[src/rtl/cpu_controller_pkg.sv]
// cpu_controller_pkg: opcode/phase encodings and strobe bundle shared by the controller
package cpu_controller_pkg;

    localparam logic [2:0] OP_HLT = 3'd0;
    localparam logic [2:0] OP_SKZ = 3'd1;
    localparam logic [2:0] OP_ADD = 3'd2;
    localparam logic [2:0] OP_AND = 3'd3;
    localparam logic [2:0] OP_XOR = 3'd4;
    localparam logic [2:0] OP_LDA = 3'd5;
    localparam logic [2:0] OP_STO = 3'd6;
    localparam logic [2:0] OP_JMP = 3'd7;

    localparam logic [2:0] PH_INST_ADDR  = 3'd0;
    localparam logic [2:0] PH_INST_FETCH = 3'd1;
    localparam logic [2:0] PH_INST_LOAD  = 3'd2;
    localparam logic [2:0] PH_IDLE       = 3'd3;
    localparam logic [2:0] PH_OP_ADDR    = 3'd4;
    localparam logic [2:0] PH_OP_FETCH   = 3'd5;
    localparam logic [2:0] PH_ALU_OP     = 3'd6;
    localparam logic [2:0] PH_STORE      = 3'd7;

    typedef struct packed {
        logic sel;
        logic rd;
        logic ld_ir;
        logic inc_pc;
        logic ld_pc;
        logic ld_ac;
        logic wr;
        logic data_e;
        logic halt;
    } strobes_t;

    localparam strobes_t STROBES_RESET = strobes_t'(9'b1_0000_0000);
    localparam strobes_t STROBES_HALT  = strobes_t'(9'b0_0000_0001);

    function automatic logic is_aluop(input logic [2:0] op);
        return (op == OP_ADD) || (op == OP_AND) || (op == OP_XOR) || (op == OP_LDA);
    endfunction

endpackage

[src/rtl/cpu_controller_ctrl_decode.sv]
// ctrl_decode: combinational strobe decode for the phase about to be entered
module ctrl_decode
    import cpu_controller_pkg::*;
(
    input  logic [2:0] next_phase,
    input  logic [2:0] opcode,
    input  logic       zero,
    output strobes_t   strobes
);

    logic alu;
    logic exe_late;

    // strobe pattern of each phase, qualified by the instruction class
    always_comb begin
        alu            = is_aluop(opcode);
        exe_late       = (next_phase == PH_ALU_OP) || (next_phase == PH_STORE);
        strobes        = '0;
        strobes.sel    = next_phase < PH_OP_ADDR;
        strobes.rd     = ((next_phase != PH_INST_ADDR) && (next_phase < PH_OP_ADDR)) ||
                         ((next_phase >= PH_OP_FETCH) && alu);
        strobes.ld_ir  = (next_phase == PH_INST_LOAD) || (next_phase == PH_IDLE);
        strobes.inc_pc = (next_phase == PH_OP_ADDR) ||
                         ((next_phase == PH_ALU_OP) && (opcode == OP_SKZ) && zero);
        strobes.ld_pc  = exe_late && (opcode == OP_JMP);
        strobes.ld_ac  = (next_phase == PH_STORE) && alu;
        strobes.wr     = (next_phase == PH_STORE) && (opcode == OP_STO);
        strobes.data_e = exe_late && (opcode == OP_STO);
    end

endmodule

[src/rtl/cpu_controller.sv]
// cpu_controller: eight-phase fetch/execute sequencer with registered strobes and halt
module cpu_controller
    import cpu_controller_pkg::*;
(
    input  logic       clk,
    input  logic       rst,
    input  logic [2:0] opcode,
    input  logic       zero,
    output logic [2:0] phase,
    output logic       sel,
    output logic       rd,
    output logic       ld_ir,
    output logic       inc_pc,
    output logic       ld_pc,
    output logic       ld_ac,
    output logic       wr,
    output logic       data_e,
    output logic       halt
);

    logic [2:0] phase_q, phase_d;
    logic [2:0] op_q, op_d;
    logic       halted_q, halted_d;
    logic       enter_halt;
    strobes_t   out_q, out_d, dec;

    // decode against the next phase so registered strobes line up with phase
    ctrl_decode u_decode (
        .next_phase (phase_d),
        .opcode     (op_d),
        .zero       (zero),
        .strobes    (dec)
    );

    // next phase, opcode latch, halt entry and next strobe set
    always_comb begin
        enter_halt = !halted_q && (phase_q == PH_IDLE) && (opcode == OP_HLT);
        op_d       = (!halted_q && (phase_q == PH_IDLE)) ? opcode : op_q;
        phase_d    = halted_q ? phase_q : phase_q + 3'd1;
        halted_d   = halted_q || enter_halt;
        out_d      = halted_q ? out_q : enter_halt ? STROBES_HALT : dec;
    end

    // state and output registers, reset overriding everything including halt
    always_ff @(posedge clk) begin
        if (rst) begin
            phase_q  <= PH_INST_ADDR;
            op_q     <= OP_HLT;
            halted_q <= 1'b0;
            out_q    <= STROBES_RESET;
        end else begin
            phase_q  <= phase_d;
            op_q     <= op_d;
            halted_q <= halted_d;
            out_q    <= out_d;
        end
    end

    assign phase  = phase_q;
    assign sel    = out_q.sel;
    assign rd     = out_q.rd;
    assign ld_ir  = out_q.ld_ir;
    assign inc_pc = out_q.inc_pc;
    assign ld_pc  = out_q.ld_pc;
    assign ld_ac  = out_q.ld_ac;
    assign wr     = out_q.wr;
    assign data_e = out_q.data_e;
    assign halt   = out_q.halt;

endmodule

[config.mk]
export PLATFORM = sky130hd
export DESIGN_NAME = cpu_controller
export DESIGN_NICKNAME = d
export VERILOG_FILES = /design/src/rtl/cpu_controller_pkg.sv /design/src/rtl/cpu_controller_ctrl_decode.sv /design/src/rtl/cpu_controller.sv
export SDC_FILE = /design/constraint.sdc
export NUM_CORES = 1
export LEC_CHECK = 0
export ABC_CLOCK_PERIOD_IN_PS = 5150
export BUFFER_PORTS_ARGS = -buffer_cell sky130_fd_sc_hd__buf_2
export CAP_MARGIN = 10
export CORE_AREA = 2 2 39 41
export CTS_BUF_LIST = sky130_fd_sc_hd__clkbuf_8
export DETAILED_ROUTE_END_ITERATION = 10
export DIE_AREA = 0 0 41 43
export PLACE_DENSITY = 0.82
export SYNTH_ARGS = -nofsm -noshare
export SYNTH_HDL_FRONTEND = slang
export SYNTH_SLANG_ARGS = --single-unit
[constraint.sdc]
create_clock -name clk -period 5.15 [get_ports clk]
set_input_delay 0 -clock clk [delete_from_list [all_inputs] [get_ports clk]]
set_output_delay 0 -clock clk [all_outputs]
set_load 0.005 [all_outputs]
==> flow_summary.toml, run 1 <==
[clock_network]
clock_path_buffers = 2
numClockSinks = 16
holdBufCountCts = 0
htreeDepth = 1
post-cts-setup-buffer-count = 0
clk_latency_ns = 0.24
ctsResizeCount = 0
cts_buffers = 3
cts_root_buf = "clkbuf_8"
cts.clk_slew.worst_paths_ns = 0.06
cts_tree = "done"

[sta]
hold_viol = 0
clock_skew_ns = 0.00492
setup_tns_ns = 0
tightestPinTransition_ns = 0.545
finalSetupViolCount = 0
layout_min_cycle_time_ns = 1.80
fmax_mhz = 556
slew_headroom = 0.636
slew_viol_final = 0
finalCritPeriodShare = 0.349
rsz0062_at_grt = "no"

[synth]
syn_inst = 72
ys_seq_area_frac = 0.437
synth_seq_cells = 16
synth_nets = 80
ys.warnings.count = 0
syn-cell-area_um2 = 733
synthFlopType = "dfxtp_1"
async_reset_ff_frac = 0
yosys.area.top_type = "dfxtp_1"
synth_top_area_share = 0.437
ys_types = 27
synth_edf_count = 0
synth_area_leaders = "dfxtp_1 (44%), mux2i_1 (8.2%), nor2_1 (7.2%)"
avgSynthCellArea_um2 = 10.2

[run_status]
outcome = "complete, no violations"

[drt]
via_per_inst = 5.65
ant_nets = 0
first_iter_violations = 12
drt-pass1-iter-count = 7
vias = 593
wl_per_cell_um = 12.7
drc_errors = 0
wirelength_um = 1340

[power_and_ir_drop]
p_leak_nw = 0.379
power_density_nw_per_um2 = 325
vdd_ir_drop_max_v = 0.000208

[global_route]
grt_pass1_wl_um = 2080
grt_overflow_total = 0
grt_max_degree = 17
busiest_layer = "met2"
antenna_found_initial = 0
grt_util_all_layers = 0.173
met3_usage = 0.0314
grt_use_met2 = 0.238
grt_pass1_vias = 514
grt_util_met1 = 0.237

[layout]
nets = 98
most-common-layout-cells = "buf_2 (17), dfxtp_1 (16), nor2_1 (14)"
final_common_cell = "buf_2"
n_antenna_cell = 0
areaGrowthSynthToFinish_pct = 17.7
drive_above_1_share = 0.292
fin_util = 0.624

[setup_path]
worstSetupEndpointType = "flop"
worstSetupPathType = "flop to flop"
arrival_ns = 1.93
critPathLaunchType = "flop"
cp_max_fo = 8
cp_data_required_time_ns = 5.28

[placement]
globalplace.congestion = 0.867
numPortBuffers = 17
dp_hpwl_um = 1020

[floorplanning]
fp-row-count = 14
io_pins = 18
start_util = 0.530
die_y_um = 43
core_area_um2 = 1380
die_x_um = 41
dieArea_um2 = 1760

[min_path]
hp-class = "input pin to flop"

[flow_run]
maxCapViolCount = 0
cell usage after synthesis (3+ instances only):
library cell,count
a32o_1,3
dfxtp_1,16
mux2i_1,6
nor2_1,14
cell families (layout without fill, tap and decap cells):
kind of cell               Yosys count  after routing  synth area share
adders and majority gates            2              2            0.0341
and+or+nand+nor                     25             25             0.208
muxes                                8              8             0.113
DFF                                 16             16             0.437
buffers and inverters                6             23            0.0512
xor gates and xnor gates             3              3            0.0358
AOI/OAI and AO/OA                   12             12             0.121
worst paths after layout:
check | endpoint | slack, ns | cells after the start | from
worst max-delay path | ld_pc | 3.35 | 5 | phase[0]
worst min-delay path | phase[1] | 0.11 | 2 | rst
worst max register to register | ld_pc | 3.35 | 5 | phase[0]
worst min register to register | inc_pc | 0.46 | 2 | inc_pc
critical path, cell delays in order, from the launching register on:
cell     delay [ns]
dfxtp_1        0.43
ha_1           0.18
ha_1           0.21
nor4b_4        0.44
nor4_1         0.13
a32o_1         0.29
through the flow:
stage	cells	total power, mW	setup WS, ns	area (um^2)	hold slack (ns)
after floorplan	72	0.163	3.51	733	0.0986
after global placement	101	0.174	3.41	808	0.346
after detailed placement	101	0.176	3.37	808	0.353
after CTS	105	0.282	3.36	863	0.105
after global routing	105	0.294	3.25	863	0.116
final	105	0.280	3.35	863	0.107
layout make-up:
| cell class | instances | area (um^2) |
|---|---|---|
| Clock buffer | 4 | 55.1 |
| Fill cell | 114 | 520 |
| Inverter | 2 | 7.51 |
| Multi-Input combinational cell | 50 | 375 |
| Sequential cell | 16 | 320 |
| Tap cell | 16 | 20.0 |
| Timing Repair Buffer | 17 | 85.1 |
power breakdown:
part | internal, mW | switching, mW | total [mW]
logic | 0.0176 | 0.0210 | 0.0386
registers | 0.130 | 0.00462 | 0.135
clock network | 0.0677 | 0.0395 | 0.107
total | 0.215 | 0.0651 | 0.280
routing by layer:
metal / up-vias / share of wire
met5: - / 0
met4: 0 / 0.030
met3: 6 / 0.046
met2: 19 / 0.45
met1: 276 / 0.48
li1: 292 / -
Note: power is estimated with default switching activity, not from simulation.
==> run 2, diff against run 1 <==
--- a/config.mk
+++ b/config.mk
@@ -5,14 +5,14 @@
 export SDC_FILE = /design/constraint.sdc
 export NUM_CORES = 1
 export LEC_CHECK = 0
-export ABC_CLOCK_PERIOD_IN_PS = 5150
+export ABC_CLOCK_PERIOD_IN_PS = 1450
 export BUFFER_PORTS_ARGS = -buffer_cell sky130_fd_sc_hd__buf_2
 export CAP_MARGIN = 10
-export CORE_AREA = 2 2 39 41
+export CORE_MARGIN = 2
+export CORE_UTILIZATION = 48
 export CTS_BUF_LIST = sky130_fd_sc_hd__clkbuf_8
 export DETAILED_ROUTE_END_ITERATION = 10
-export DIE_AREA = 0 0 41 43
-export PLACE_DENSITY = 0.82
+export PLACE_DENSITY = 0.76
 export SYNTH_ARGS = -nofsm -noshare
 export SYNTH_HDL_FRONTEND = slang
 export SYNTH_SLANG_ARGS = --single-unit
==> constraint.sdc (replaced) <==
create_clock -name clk -period 1.45 [get_ports clk]
set_input_delay 0 -clock clk [delete_from_list [all_inputs] [get_ports clk]]
set_output_delay 0 -clock clk [all_outputs]
set_load 0.005 [all_outputs]
==> run 2 against run 1 <==
Against the previous run:
- the run now ends with negative setup slack left
- wire length grew 29%
- clock power grew to 3.6 times the previous value
- utilization is 13 points higher
- sequential share of layout area down 7.9 points
- sequential power rose to 3.6 times the previous value
- cell count up 11%
- critical endpoint is now wr
==> flow_summary.toml, run 2 (synthesis gave the netlist of run 1 again) <==
[placement]
dp_slack_ns = -0.0791
numPortBuffers = 17
place_inst = 110
globalplace.congestion = 0.790
placed_cell_area_um2 = 917
dp_hpwl_um = 1190

[clock_network]
cts_root_buf = "clkbuf_8"
htreeDepth = 1
cts_tree = "done"
holdBufCountCts = 0
clock_path_buffers = 2
cts_buffers = 3
clk_latency_ns = 0.24
cts.clk_slew.worst_paths_ns = 0.06
numClockSinks = 16

[setup_path]
cp_data_required_time_ns = 1.59
path_delay_family = "flip-flops"
reg2reg_slack_ns = -0.10
arrival_ns = 1.69
cp_max_fo = 6
cp_slowest_cell = "dfxtp_4"
worstSetupEndpointType = "flop"
critPathLaunchType = "flop"
worstSetupPathType = "flop to flop"
path_buf_inv = 0
cp_cell_sequence = "ha_4 > ha_4 > nand2b_4 > mux2i_4 > nor3_4 > a32o_1"
cp_common_cell = "ha_4"
slowest_delay_ns = 0.35

[power_and_ir_drop]
combPwrFrac = 0.223
power.internal_mw = 0.833
p_leak_nw = 0.460
p_sw_mw = 0.283
clockPowerShare = 0.347
power_density_nw_per_um2 = 1000
vdd_ir_drop_max_v = 0.000811
seqPwrFrac = 0.430
switching_share = 0.253

[sta]
finalCritPeriodShare = 1.07
hold_viol = 0
fin_hold_ws_ns = 0.124
setup_ws_ns = -0.102
rsz0062_at_grt = "yes"
fmax_mhz = 644
finalSetupViolCount = 5
slew_viol_final = 0
clock_skew_ns = 0.000516
tightestPinTransition_ns = 0.333
layout_min_cycle_time_ns = 1.55
slew_headroom = 0.778

[drt]
vias = 650
wl_met2_um = 921
drt-pass1-iter-count = 4
dr.max_layer_used = "met4"
wl_per_cell_um = 14.7
wl_met3_um = 106
wl_met1_um = 655
drc_errors = 0
ant_nets = 0
wirelength_um = 1720
first_iter_violations = 11
via_per_inst = 5.56

[floorplanning]
die_x_um = 43.1
core_area_um2 = 1470
die_y_um = 43.1
dieArea_um2 = 1860
start_util = 0.498
io_pins = 18
fp-row-count = 14

[global_route]
grt_pass1_wl_um = 2910
grt_overflow_total = 0
antenna_found_initial = 0
grt_max_degree = 17
grt_pass1_vias = 656
grt_util_all_layers = 0.210

[layout]
areaGrowthSynthToFinish_pct = 52.0
final_common_cell = "buf_2"
seq_area_um2 = 325
multi_input_area_um2 = 524
nFillCells = 103
final_area_um2 = 1110
most-common-layout-cells = "buf_2 (17), nor2_1 (14), dfxtp_1 (14)"
n_antenna_cell = 0
nets = 110
fin_cells = 117
drive_above_1_share = 0.505

[min_path]
hp-class = "input pin to flop"

[run_status]
outcome = "complete, but fails checks"
violations = "negative setup slack"

[flow_run]
maxCapViolCount = 0
[run 2: repair_timing]
| action | CTS | global route |
|---|---|---|
| buffers inserted | 4 | 1 |
| resized for setup | 12 | 9 |
| endpoints found under the setup margin | 6 | 10 |
| cloned | 0 | 0 |
| pin swaps | 4 | 1 |
[run 2: final cells by class]
type | count | area share
Tap cell | 16 | 0.0180
Inverter | 2 | 0.00673
Timing Repair Buffer | 29 | 0.164
Multi-Input combinational cell | 50 | 0.470
Sequential cell | 16 | 0.292
Clock buffer | 4 | 0.0494
[run 2: metrics by stage]
stage	util	TNS, ns	power (mW)
after floorplan	-	-0.214	0.594
after global placement	0.623	-0.250	0.664
after detailed placement	0.623	-0.335	0.671
after CTS	0.720	-0.382	1.09
after global routing	0.758	-0.747	1.17
final	0.758	-0.307	1.12
[run 2: power groups by stage]
| stage | combinational [mW] | clock (mW) | sequential, mW |
|---|---|---|---|
| 6_report | 0.248 | 0.387 | 0.480 |
| 5_1_grt | 0.270 | 0.412 | 0.483 |
| 4_1_cts | 0.218 | 0.391 | 0.479 |
| 3_5_place_dp | 0.183 | 0 | 0.488 |
| 3_3_place_gp | 0.178 | 0 | 0.486 |
| 2_1_floorplan | 0.103 | 0 | 0.491 |
[run 2: tightest hold or removal path, delay by kind of cell]
kind | cells | cell delay, ns
muxes | 1 | 0.09
buffers and inverters | 1 | 0.15
and+or+nand+nor | 1 | 0.09
[run 2: final timing paths]
kind | depth (start not counted) | to | from
min reg2reg | 1 | ld_pc | ld_pc
max | 6 | wr | phase[0]
max reg2reg | 6 | wr | phase[0]
min | 3 | op_q[0] | opcode[0]
[run 2: metal layers]
layer | GRT usage | up-vias
met3 | 0.0298 | 6
met1 | 0.259 | 305
met5 | 0 | -
li1 | - | 314
met2 | 0.358 | 25
met4 | 0.0909 | 0
